`src/rtl/opb_stage_if.sv`:
```
// Operand-B stage bus: upstream operand/select fields, the valid/ready pair on
// each side, and the flush strobe. The stage uses the slave view.
interface opb_stage_if #(
    parameter int DW   = 16,
    parameter int IMMW = 3
);
    logic [1:0]      sel_in;
    logic [DW-1:0]   reg_in;
    logic [IMMW-1:0] imm_in;
    logic            valid_in;
    logic            ready_out;
    logic            flush_in;
    logic [DW-1:0]   m_out;
    logic            valid_out;
    logic            ready_in;

    modport slave (
        input  sel_in, reg_in, imm_in, valid_in, flush_in, ready_in,
        output ready_out, m_out, valid_out
    );

    modport master (
        output sel_in, reg_in, imm_in, valid_in, flush_in, ready_in,
        input  ready_out, m_out, valid_out
    );
endinterface

```
`src/rtl/opb_stage.sv`:
```
// Registered operand-B source selector for the ALU B input. Picks register,
// zero/sign-extended immediate or a constant, then holds it in a 2-entry skid
// buffer so the execute stage can stall without losing operands or throughput.
module opb_stage #(
    parameter int            DW    = 16,
    parameter int            IMMW  = 3,
    parameter logic [DW-1:0] CONST = DW'(16'h0001)
) (
    input logic         clk,
    input logic         rst_n,
    opb_stage_if.slave  bus
);

    typedef enum logic [1:0] {
        EMPTY = 2'd0,
        BUSY  = 2'd1,
        FULL  = 2'd2
    } state_t;

    state_t          state_q, state_d;
    logic [DW-1:0]   main_q, main_d;
    logic [DW-1:0]   skid_q, skid_d;
    logic [DW-1:0]   src;
    logic            in_xfer;
    logic            out_xfer;

    function automatic logic [DW-1:0] zero_ext(input logic [IMMW-1:0] v);
        return DW'(v);
    endfunction

    // Casting a signed value to a wider size replicates its top bit.
    function automatic logic [DW-1:0] sign_ext(input logic [IMMW-1:0] v);
        logic signed [IMMW-1:0] s;
        s = signed'(v);
        return DW'(s);
    endfunction

    assign bus.ready_out = (state_q != FULL) && !bus.flush_in;
    assign bus.valid_out = (state_q != EMPTY);
    assign bus.m_out     = main_q;

    assign in_xfer  = bus.valid_in && bus.ready_out;
    assign out_xfer = bus.valid_out && bus.ready_in;

    // Operand source mux ahead of the storage registers.
    always_comb begin
        src = bus.reg_in;
        case (bus.sel_in)
            2'd0:    src = bus.reg_in;
            2'd1:    src = zero_ext(bus.imm_in);
            2'd2:    src = sign_ext(bus.imm_in);
            default: src = CONST;
        endcase
    end

    // Skid-buffer next state: main feeds m_out, skid catches the in-flight operand.
    always_comb begin
        state_d = state_q;
        main_d  = main_q;
        skid_d  = skid_q;
        if (bus.flush_in) begin
            state_d = EMPTY;
        end else begin
            case (state_q)
                EMPTY: begin
                    if (in_xfer) begin
                        main_d  = src;
                        state_d = BUSY;
                    end
                end
                BUSY: begin
                    if (in_xfer && out_xfer) begin
                        main_d = src;
                    end else if (out_xfer) begin
                        state_d = EMPTY;
                    end else if (in_xfer) begin
                        skid_d  = src;
                        state_d = FULL;
                    end
                end
                FULL: begin
                    if (out_xfer) begin
                        main_d  = skid_q;
                        state_d = BUSY;
                    end
                end
                default: state_d = EMPTY;
            endcase
        end
    end

    // State and data registers; reset clears both immediately.
    always_ff @(posedge clk or negedge rst_n) begin
        if (!rst_n) begin
            state_q <= EMPTY;
            main_q  <= '0;
            skid_q  <= '0;
        end else begin
            state_q <= state_d;
            main_q  <= main_d;
            skid_q  <= skid_d;
        end
    end

endmodule

```
`src/flat_wrapper.sv`:
```
// flat-port wrapper written by rule: the top's interface ports become plain ports
module opb_stage_flat 
#(
    parameter int            DW    = 16,
    parameter int            IMMW  = 3,
    parameter logic [DW-1:0] CONST = DW'(16'h0001)
)
  (clk, rst_n, bus_sel_in, bus_reg_in, bus_imm_in, bus_valid_in, bus_flush_in, bus_ready_in, bus_ready_out, bus_m_out, bus_valid_out);
  opb_stage_if #(.DW(DW), .IMMW(IMMW)) bus_i ();
  input logic clk;
  input logic rst_n;
  input wire logic [$bits(bus_i.sel_in)-1:0] bus_sel_in;
  input wire logic [$bits(bus_i.reg_in)-1:0] bus_reg_in;
  input wire logic [$bits(bus_i.imm_in)-1:0] bus_imm_in;
  input wire logic [$bits(bus_i.valid_in)-1:0] bus_valid_in;
  input wire logic [$bits(bus_i.flush_in)-1:0] bus_flush_in;
  input wire logic [$bits(bus_i.ready_in)-1:0] bus_ready_in;
  output wire logic [$bits(bus_i.ready_out)-1:0] bus_ready_out;
  output wire logic [$bits(bus_i.m_out)-1:0] bus_m_out;
  output wire logic [$bits(bus_i.valid_out)-1:0] bus_valid_out;
  assign bus_i.sel_in = bus_sel_in;
  assign bus_i.reg_in = bus_reg_in;
  assign bus_i.imm_in = bus_imm_in;
  assign bus_i.valid_in = bus_valid_in;
  assign bus_i.flush_in = bus_flush_in;
  assign bus_i.ready_in = bus_ready_in;
  assign bus_ready_out = bus_i.ready_out;
  assign bus_m_out = bus_i.m_out;
  assign bus_valid_out = bus_i.valid_out;
  opb_stage #(.DW(DW), .IMMW(IMMW), .CONST(CONST)) u_core (.clk(clk), .rst_n(rst_n), .bus(bus_i));
endmodule
```
`config.mk`:
```
export PLATFORM = sky130hd
export DESIGN_NAME = opb_stage_flat
export DESIGN_NICKNAME = d
export VERILOG_FILES = /design/src/rtl/opb_stage_if.sv /design/src/rtl/opb_stage.sv /design/src/flat_wrapper.sv
export SDC_FILE = /design/constraint.sdc
export NUM_CORES = 1
export LEC_CHECK = 0
export CORE_MARGIN = 4
export CORE_UTILIZATION = 28
export CTS_BUF_LIST = sky130_fd_sc_hd__clkbuf_4 sky130_fd_sc_hd__clkbuf_8
export CTS_CLUSTER_SIZE = 40
export DETAILED_ROUTE_END_ITERATION = 8
export PLACE_DENSITY = 0.51
export SLEW_MARGIN = 10
export SYNTH_ARGS = -nofsm -noshare
export SYNTH_HDL_FRONTEND = slang
export SYNTH_SLANG_ARGS = --single-unit
```
`constraint.sdc`:
```
create_clock -name clk -period 2.25 [get_ports clk]
set_clock_uncertainty 0.15 [all_clocks]
set_input_delay 0.5625 -clock clk [delete_from_list [all_inputs] [get_ports clk]]
set_output_delay 0.5625 -clock clk [all_outputs]
set_load 0.02 [all_outputs]
```
# Word level (Yosys, flattened, before mapping)
# Cells that the tools add are included.
word_totals:
  ff_bits: 34
  input_bits: 26
  output_inout_bits: 18
  word_cells: 42
classes:
  n_eq_ne: 12
  n_mux: 12
  bitwise: 3
  n_reduce_logical: 12
ops:
  columns: ["operator", "count"]
  rows:
  - ["$pmux 16 s3", 2]
  - ["$mux 16", 3]
  - ["$mux 2", 6]
  - ["$reduce_and 5->1", 2]
  - ["$ne 2x1->1 const B", 3]
  - ["$ne 3x2->1 const B", 2]
  - ["$pmux 2 s3", 1]
  - ["$eq 2x1->1 const B", 2]
  - ["$eq 2x2->1 const B", 2]
  - ["$logic_and 1x1->1", 4]
  - ["$logic_not 2->1", 2]
  - ["$ne 4x2->1 const B", 1]
  - ["$reduce_and 4->1", 1]
  - ["$ne 3x3->1 const B", 1]
  - ["$not 1->1", 3]
  - ["$reduce_bool 3->1", 1]
  - ["$ne 2x2->1 const B", 1]
  - ["$reduce_bool 2->1", 1]
  - ["$logic_not 1->1", 1]

# Depth between registers and ports, before layout
# Gate-level depths: netlist (run 1).
depth:
  depth_word: 8
  ltp_mapped: 6
  ltp_nobuf: 4

# Worst setup path before layout (run 1)
# Ideal clock, no wire load.
synth_path:
  path_kind: "in2reg"
  startpoint: "input port bus_valid_in"
  endpoint: "register u_core.main_q[10], in the netlist u_core.bus.m_out[10]"
  setup_time_ps: 125
  t_arrival_ps: 1575
  t_required_ps: 1975
  path_slack_ps: 400
  stages: 5
  path_buffers: 1
  cell_sequence: "nor2b_2 -> and2_1 -> o21bai_4 -> buf_6 -> mux2_4"
synth_between:
  elab_chain_len: 4
  elab_cells_between_ends: 5
  cone_classes: "eq/ne: 2; reduce/logical: 3"
synth_lines:
  columns: ["element", "line_no", "text"]
  rows:
  - ["from (decl)", "flat_wrapper.sv:15", "input wire logic [$bits(bus_i.valid_in)-1:0] bus_valid_in;"]
  - ["$logic_and 1x1->1 (*)", "opb_stage.sv:42", "assign in_xfer = bus.valid_in && bus.ready_out;"]
  - ["$logic_and 1x1->1", "opb_stage.sv:72", "if (in_xfer && out_xfer) begin"]
  - ["$ne 2x1->1 (no source line)", null, null]
  - ["$reduce_and 5->1 (no source line) (*)", null, null]
  - ["to (signal assigned)", "opb_stage.sv:100", "main_q <= main_d;"]
  - ["to (decl)", "opb_stage.sv:21", "logic [DW-1:0] main_q, main_d;"]
# Every way passes the cells marked *; elsewhere a longest branch is shown, timed or not.
# A chain may end at the register's enable or synchronous reset.

# Worst setup path in the final report (run 1)
layout_path:
  startpoint: "input port bus_flush_in"
  endpoint: "output port bus_ready_out"
layout_between:
  elab_chain_len: 2
layout_lines:
  columns: ["element", "line_no", "text"]
  rows:
  - ["from (decl)", "flat_wrapper.sv:16", "input wire logic [$bits(bus_i.flush_in)-1:0] bus_flush_in;"]
  - ["$logic_not 1->1", "opb_stage.sv:38", "assign bus.ready_out = (state_q != FULL) && !bus.flush_in;"]
  - ["$logic_and 1x1->1", "opb_stage.sv:38", null]
  - ["to (decl)", "flat_wrapper.sv:18", "output wire logic [$bits(bus_i.ready_out)-1:0] bus_ready_out;"]
# Every way passes these cells.

==> results of run 1 <==
## synthesized netlist by cell type (all sizes together)
cell	number	area (µm²)
dfrtp	34	851
a31o	2	17.5
o21ai	2	10.0
o22ai	2	12.5
a31oi	2	12.5
nand2	6	22.5
nand2b	15	93.8
xnor2	1	8.76
mux2i	4	40.0
buf	8	68.8
a21oi	16	80.1
or2	1	6.26
nand3	1	10.0
o31ai	2	15.0
nor3	2	10.0
nor2	7	28.8
or3b	1	8.76
clkbuf	1	3.75
and2	1	6.26
inv	3	11.3
nor2b	2	15.0
mux2	40	510
o21bai	1	18.8
## final cells by class
type	instances	area, µm²
Clock buffer	7	90.1
Clock inverter	1	5.00
Fill cell	636	3820
Inverter	3	11.3
Multi-Input combinational cell	108	927
Sequential cell	34	851
Tap cell	77	96.3
Timing Repair Buffer	59	581
## critical path: stages
cell and delay, ns:
clkdlybuf4s50_1 0.41, nor2_1 0.10, dlygate4sd2_1 0.33
## metrics by stage
stage                     cells  power, µW
after floorplan             154       1060
after global placement      281       1290
after detailed placement    281       1300
after CTS                   289       1780
after global routing        289       1850
final                       289       1750
## registers in the layout, summed over array words and instances, names as in the netlist
name              flops
u_core.skid_q        16
u_core.state_q        2
u_core.bus.m_out     16
## final timing paths
kind | end | cells after the start | slack, ns
setup / recovery | bus_ready_out | 3 | 0.13
hold / removal | u_core.bus.m_out[1]$_DFFE_PN0P_ | 2 | 0.15
setup reg to reg | u_core.bus.m_out[6]$_DFFE_PN0P_ | 5 | 0.48
hold reg to reg | u_core.skid_q[1]$_DFFE_PN0P_ | 2 | 0.34
max in group asynchronous | u_core.skid_q[15]$_DFFE_PN0P_ | 2 | 1.46
min in group clk | u_core.skid_q[1]$_DFFE_PN0P_ | 2 | 0.34
## kinds of logic after synthesis
kind of cell,Yosys count,synth area share
muxes,44,0.296
and+or+nand+nor,36,0.108
DFF,34,0.457
AOI/OAI and AO/OA,27,0.0894
buffers and inverters,12,0.0450
xor gates and xnor gates,1,0.00471
## power breakdown
part / switching (µW) / internal (µW) / leakage, µW
sequential: 56.6 / 723 / 0.000443
combinational: 205 / 289 / 0.000696
clock: 219 / 259 / 0.0000517
## routing by layer
| layer | routed length, µm | vias to the layer above | track usage |
|---|---|---|---|
| met1 | 1930 | 628 | 0.140 |
| met5 | 0 | - | 0 |
| met3 | 232 | 7 | 0.0350 |
| met2 | 1850 | 26 | 0.167 |
| li1 | - | 651 | - |
| met4 | 61 | 0 | 0.0487 |
## placed cells by master, fill, tap and decap left out, types with 2 or more instances in the layout
cell / n
clkdlybuf4s50_1: 40
nand2_1: 6
dlygate4sd2_1: 2
inv_1: 3
buf_12: 3
o22ai_1: 2
buf_4: 13
nand2b_1: 15
nor2_1: 6
mux2i_1: 4
dfrtp_1: 34
o31ai_1: 2
clkbuf_8: 6
mux2_2: 24
mux2_4: 16
a31o_2: 2
a31oi_1: 2
a21oi_1: 16
nor3_1: 2
o21ai_0: 2
==> flow_summary.toml, run 1 <==
[clocking]
cts_sinks = 34
cts.clk_slew.worst_paths_ns = 0.07
cts-buffers-inserted = 5
cts_hold_buf = 0
post-cts-setup-buffer-count = 0
cts_root_buf = "clkbuf_8"
clock_path_buffers = 2
post_cts_resized = 2
htreeDepth = 2
cts_tree = "done"
clock_latency_ns = 0.28

[timing]
rsz0062_at_grt = "no"
final.setup.worst_slack_ns = 0.133
fin_hold_ws_ns = 0.149
finalMaxSlewViolations = 0
worstMarginPinSlew_ns = 0.458
fmax_mhz = 472
finalSetupViolCount = 0
finalHoldViolations = 0
fin_crit_sh = 0.941
post-route-min-period_ns = 2.12
maxSlewHeadroom = 0.694
fin_setup_tns_ns = 0

[cells_and_area]
nets = 237
area_delta_synth_final_pct = 37.6
final_area_mm2 = 0.00256
diodes = 0
layout-drive-gt1-share = 0.344
fin_util = 0.401

[synthesis]
synthCells = 154
ys_types = 30
netlist_area_mm2 = 0.00186
ys_warn_count = 0
avgSynthCellArea_um2 = 12.1
synth_fp_nets = 180
ys_seq_elements = 34
seq_area_frac_synth = 0.457

[hold_path]
hp-class = "primary input to asynchronous set/reset pin"

[drt]
dr.first_iter.drc_count = 53
wirelength_um = 4070
drt_pass1_iterations = 3
vias_per_cell = 4.54
drc = 0
postRouteAntennaNets = 0
routed-via-count = 1312
avgRoutedWirePerCell_um = 14.1

[floorplan]
core_area_mm2 = 0.00639
fp-row-count = 29
die_h_um = 89.5
die_area_mm2 = 0.00802
num_io_pins = 44
die_width_um = 89.5
initial_utilization = 0.292

[critical_path]
timing.rr.start = "u_core.state_q[0]$_DFFE_PN0P_"
path_max_fanout = 2
crit_type = "primary input to output port"
cp.arrival_ns = 1.40
cp-start-kind = "primary input"
critPathRequiredTime_ns = 1.54
timing.critical_path.from = "bus_flush_in"
end_kind = "output port"

[placement]
dp_hpwl_um = 2850
portBuffers = 43
dp_slack_ns = -0.153
routabilityCongestion = 0.713
dpl-instance-area_mm2 = 0.00247

[grt]
gr-total-overflow = 0
grt_pass1_vias = 1312
antenna_found_initial = 0
grt_max_degree = 35
grt_pass1_wl_um = 6520
grtUsageTotal = 0.109

[run_status]
outcome = "finished clean"

[job]
max-cap-violations = 0

[power_and_ir_drop]
power.density_mw_per_mm2 = 684
peakVddDrop_mv = 0.396
p_leak_uw = 0.00119
No activity file was read; power rests on OpenSTA's default activity.
==> inputs of run 2 (changes only) <==
--- a/config.mk
+++ b/config.mk
@@ -7,2 +7,3 @@
 export LEC_CHECK = 0
+export ABC_AREA = 1
 export CORE_MARGIN = 4
==> constraint.sdc (replaced) <==
create_clock -name clk -period 2.25 [get_ports clk]
set_clock_uncertainty 0.15 [all_clocks]
set_input_delay 0.45 -clock clk [delete_from_list [all_inputs] [get_ports clk]]
set_output_delay 0.45 -clock clk [all_outputs]
set_load 0.02 [all_outputs]
==> run 2 against run 1 <==
  * Total power increased by 9.4%
  * Fmax about the same
  * Non-clock buffer count decreased by 7
  * Highest routed layer unchanged
==> flow_summary.toml, run 2 <==
[synthesis]
avgSynthCellArea_um2 = 7.18
ys_warn_count = 0
synth_largest_area_cell = "dfrtp_1"
synth_top_area_frac = 0.456
synthTopCellsByCount = "nand2_1, dfrtp_1, nand3_1, inv_1, nor2_1"
ys_seq_elements = 34
synth_fp_nets = 286
netlist_area_mm2 = 0.00187
seq_area_frac_synth = 0.456
async_flop_share = 1.00
synth-edff-count = 0
synthTopCellsByArea = "dfrtp_1, nand2_1, nand3_1, inv_1, buf_6"
ys_types = 24
synthCells = 260
synth_most_common_cell = "nand2_1"
synth_flop_cell = "dfrtp_1"

[hold_path]
hold_start = "u_core.skid_q[6]$_DFFE_PN0P_"
hold_end = "u_core.skid_q[6]$_DFFE_PN0P_"
whs_path_depth = 2
hp-class = "flop to flop"

[clocking]
post-cts-setup-buffer-count = 0
cts.clk_slew.worst_paths_ns = 0.07
cts_tree = "done"
clock_latency_ns = 0.28
clock_path_buffers = 2
cts_sinks = 34
htreeDepth = 2
cts-buffers-inserted = 5
cts_root_buf = "clkbuf_8"
post_cts_resized = 0
cts_hold_buf = 0

[floorplan]
fp-row-count = 29
die_h_um = 89.7
die_area_mm2 = 0.00804
core_area_mm2 = 0.00642
num_io_pins = 44
die_width_um = 89.7
initial_utilization = 0.291

[critical_path]
crit_type = "flop to output port"
path_max_fanout = 4
timing.rr.start = "u_core.state_q[1]$_DFFE_PN0P_"
reg2reg_depth = 7
critPathRequiredTime_ns = 1.65
end_kind = "output port"
rrSetupSlack_ns = 0.44
critPathBufInv = 2
slowest_delay_ns = 0.54
cp.arrival_ns = 1.52
timing.critical_path.from = "u_core.state_q[1]$_DFFE_PN0P_"
cp-start-kind = "flop"
crit_slowest_cell = "clkdlybuf4s50_1"
path_delay_family = "buffers and inverters"
crit_chain = "nor2_4 > inv_1 > clkdlybuf4s50_1"
r2r-end = "u_core.bus.m_out[7]$_DFFE_PN0P_"

[cells_and_area]
layout_common_cells = "nand2_1, clkdlybuf4s50_1, dfrtp_1"
fin_cells = 388
layout_commonest_cell = "nand2_1"
nets = 336
diodes = 0
layout-drive-gt1-share = 0.0932
area_delta_synth_final_pct = 34.9

[power_and_ir_drop]
switching_share = 0.332
p_total_uw = 1920
pwr-share-comb = 0.322
p_seq_frac = 0.430
peakVddDrop_mv = 0.228
power.share.clock = 0.248
power.density_mw_per_mm2 = 761
p_leak_uw = 0.00137
p_switching_uw = 636
p_int_uw = 1280

[drt]
vias_per_cell = 4.49
drc = 0
wirelength_um = 4680
routed-via-count = 1741
drt_pass1_iterations = 4
avgRoutedWirePerCell_um = 12.1
dr.first_iter.drc_count = 89
postRouteAntennaNets = 0

[placement]
dp_hpwl_um = 3410
routabilityCongestion = 0.732
dp_cells = 380
portBuffers = 43

[grt]
grt_max_degree = 35
grt_pass1_vias = 1757
grt_pass1_wl_um = 8170
antenna_found_initial = 0
gr-total-overflow = 0
grtUsageTotal = 0.133

[timing]
finalMaxSlewViolations = 0
post-route-min-period_ns = 2.12
maxSlewHeadroom = 0.698
finalHoldViolations = 0
fin_hold_ws_ns = 0.320
finalSetupViolCount = 0
fin_crit_sh = 0.941
fin_setup_tns_ns = 0
worstMarginPinSlew_ns = 0.453
rsz0062_at_grt = "no"
fmax_mhz = 472

[job]
max-cap-violations = 0

[run_status]
outcome = "finished clean"
==> run 2: power groups by stage <==
stage                     clock network, µW  logic (µW)  registers, µW
after detailed placement                  0         627            837
final                                   475         616            824
after global routing                    527         694            842
after global placement                    0         622            832
after floorplan                           0         243            925
after CTS                               493         627            826
==> run 2: cell type report <==
class / count / area, µm²
Fill cell: 697 / 3910
Multi-Input combinational cell: 207 / 907
Sequential cell: 34 / 851
Timing Repair Buffer: 52 / 526
Tap cell: 77 / 96.3
Clock buffer: 6 / 82.6
Inverter: 10 / 42.5
Clock inverter: 2 / 12.5
==> run 2: worst max-delay path by stage <==
stage,to,depth (start not counted)
global route,bus_valid_out,3
finish,bus_valid_out,3
detailed placement,bus_ready_out,3
global placement,bus_ready_out,3
CTS,bus_ready_out,4
floorplan,bus_ready_out,4
==> run 2: cell families (layout without fill, tap and decap cells) <==
| logic type | Yosys count | after routing | synth area share |
|---|---|---|---|
| flip-flops | 34 | 34 | 0.456 |
| buffers and inverters | 19 | 70 | 0.0610 |
| AO/OA/AOI/OAI | 6 | 6 | 0.0295 |
| AND/OR/NAND/NOR | 201 | 201 | 0.454 |
==> run 2: routing by layer <==
| metal | wire length (µm) | global-route usage |
|---|---|---|
| met5 | 0 | 0 |
| met4 | 75 | 0.0487 |
| met3 | 274 | 0.0319 |
| met2 | 2100 | 0.209 |
| met1 | 2230 | 0.178 |
==> run 2: worst reg2reg max path: cells and delay by family (launching register included) <==
| kind | cells | cell delay [ns] |
|---|---|---|
| AND/OR/NAND/NOR | 4 | 0.46 |
| flip-flops | 1 | 0.46 |
| buffers and inverters | 2 | 0.45 |
| AO/OA/AOI/OAI | 1 | 0.24 |
==> run 2: stage by stage <==
step            util  setup slack [ns]  instance area (µm²)
5_1_grt        0.392            0.0444                 2520
2_1_floorplan      -             0.416                 1870
4_1_cts        0.391            0.0451                 2510
3_5_place_dp   0.376            0.0608                 2410
3_3_place_gp   0.376            0.0689                 2410
6_report       0.392             0.133                 2520
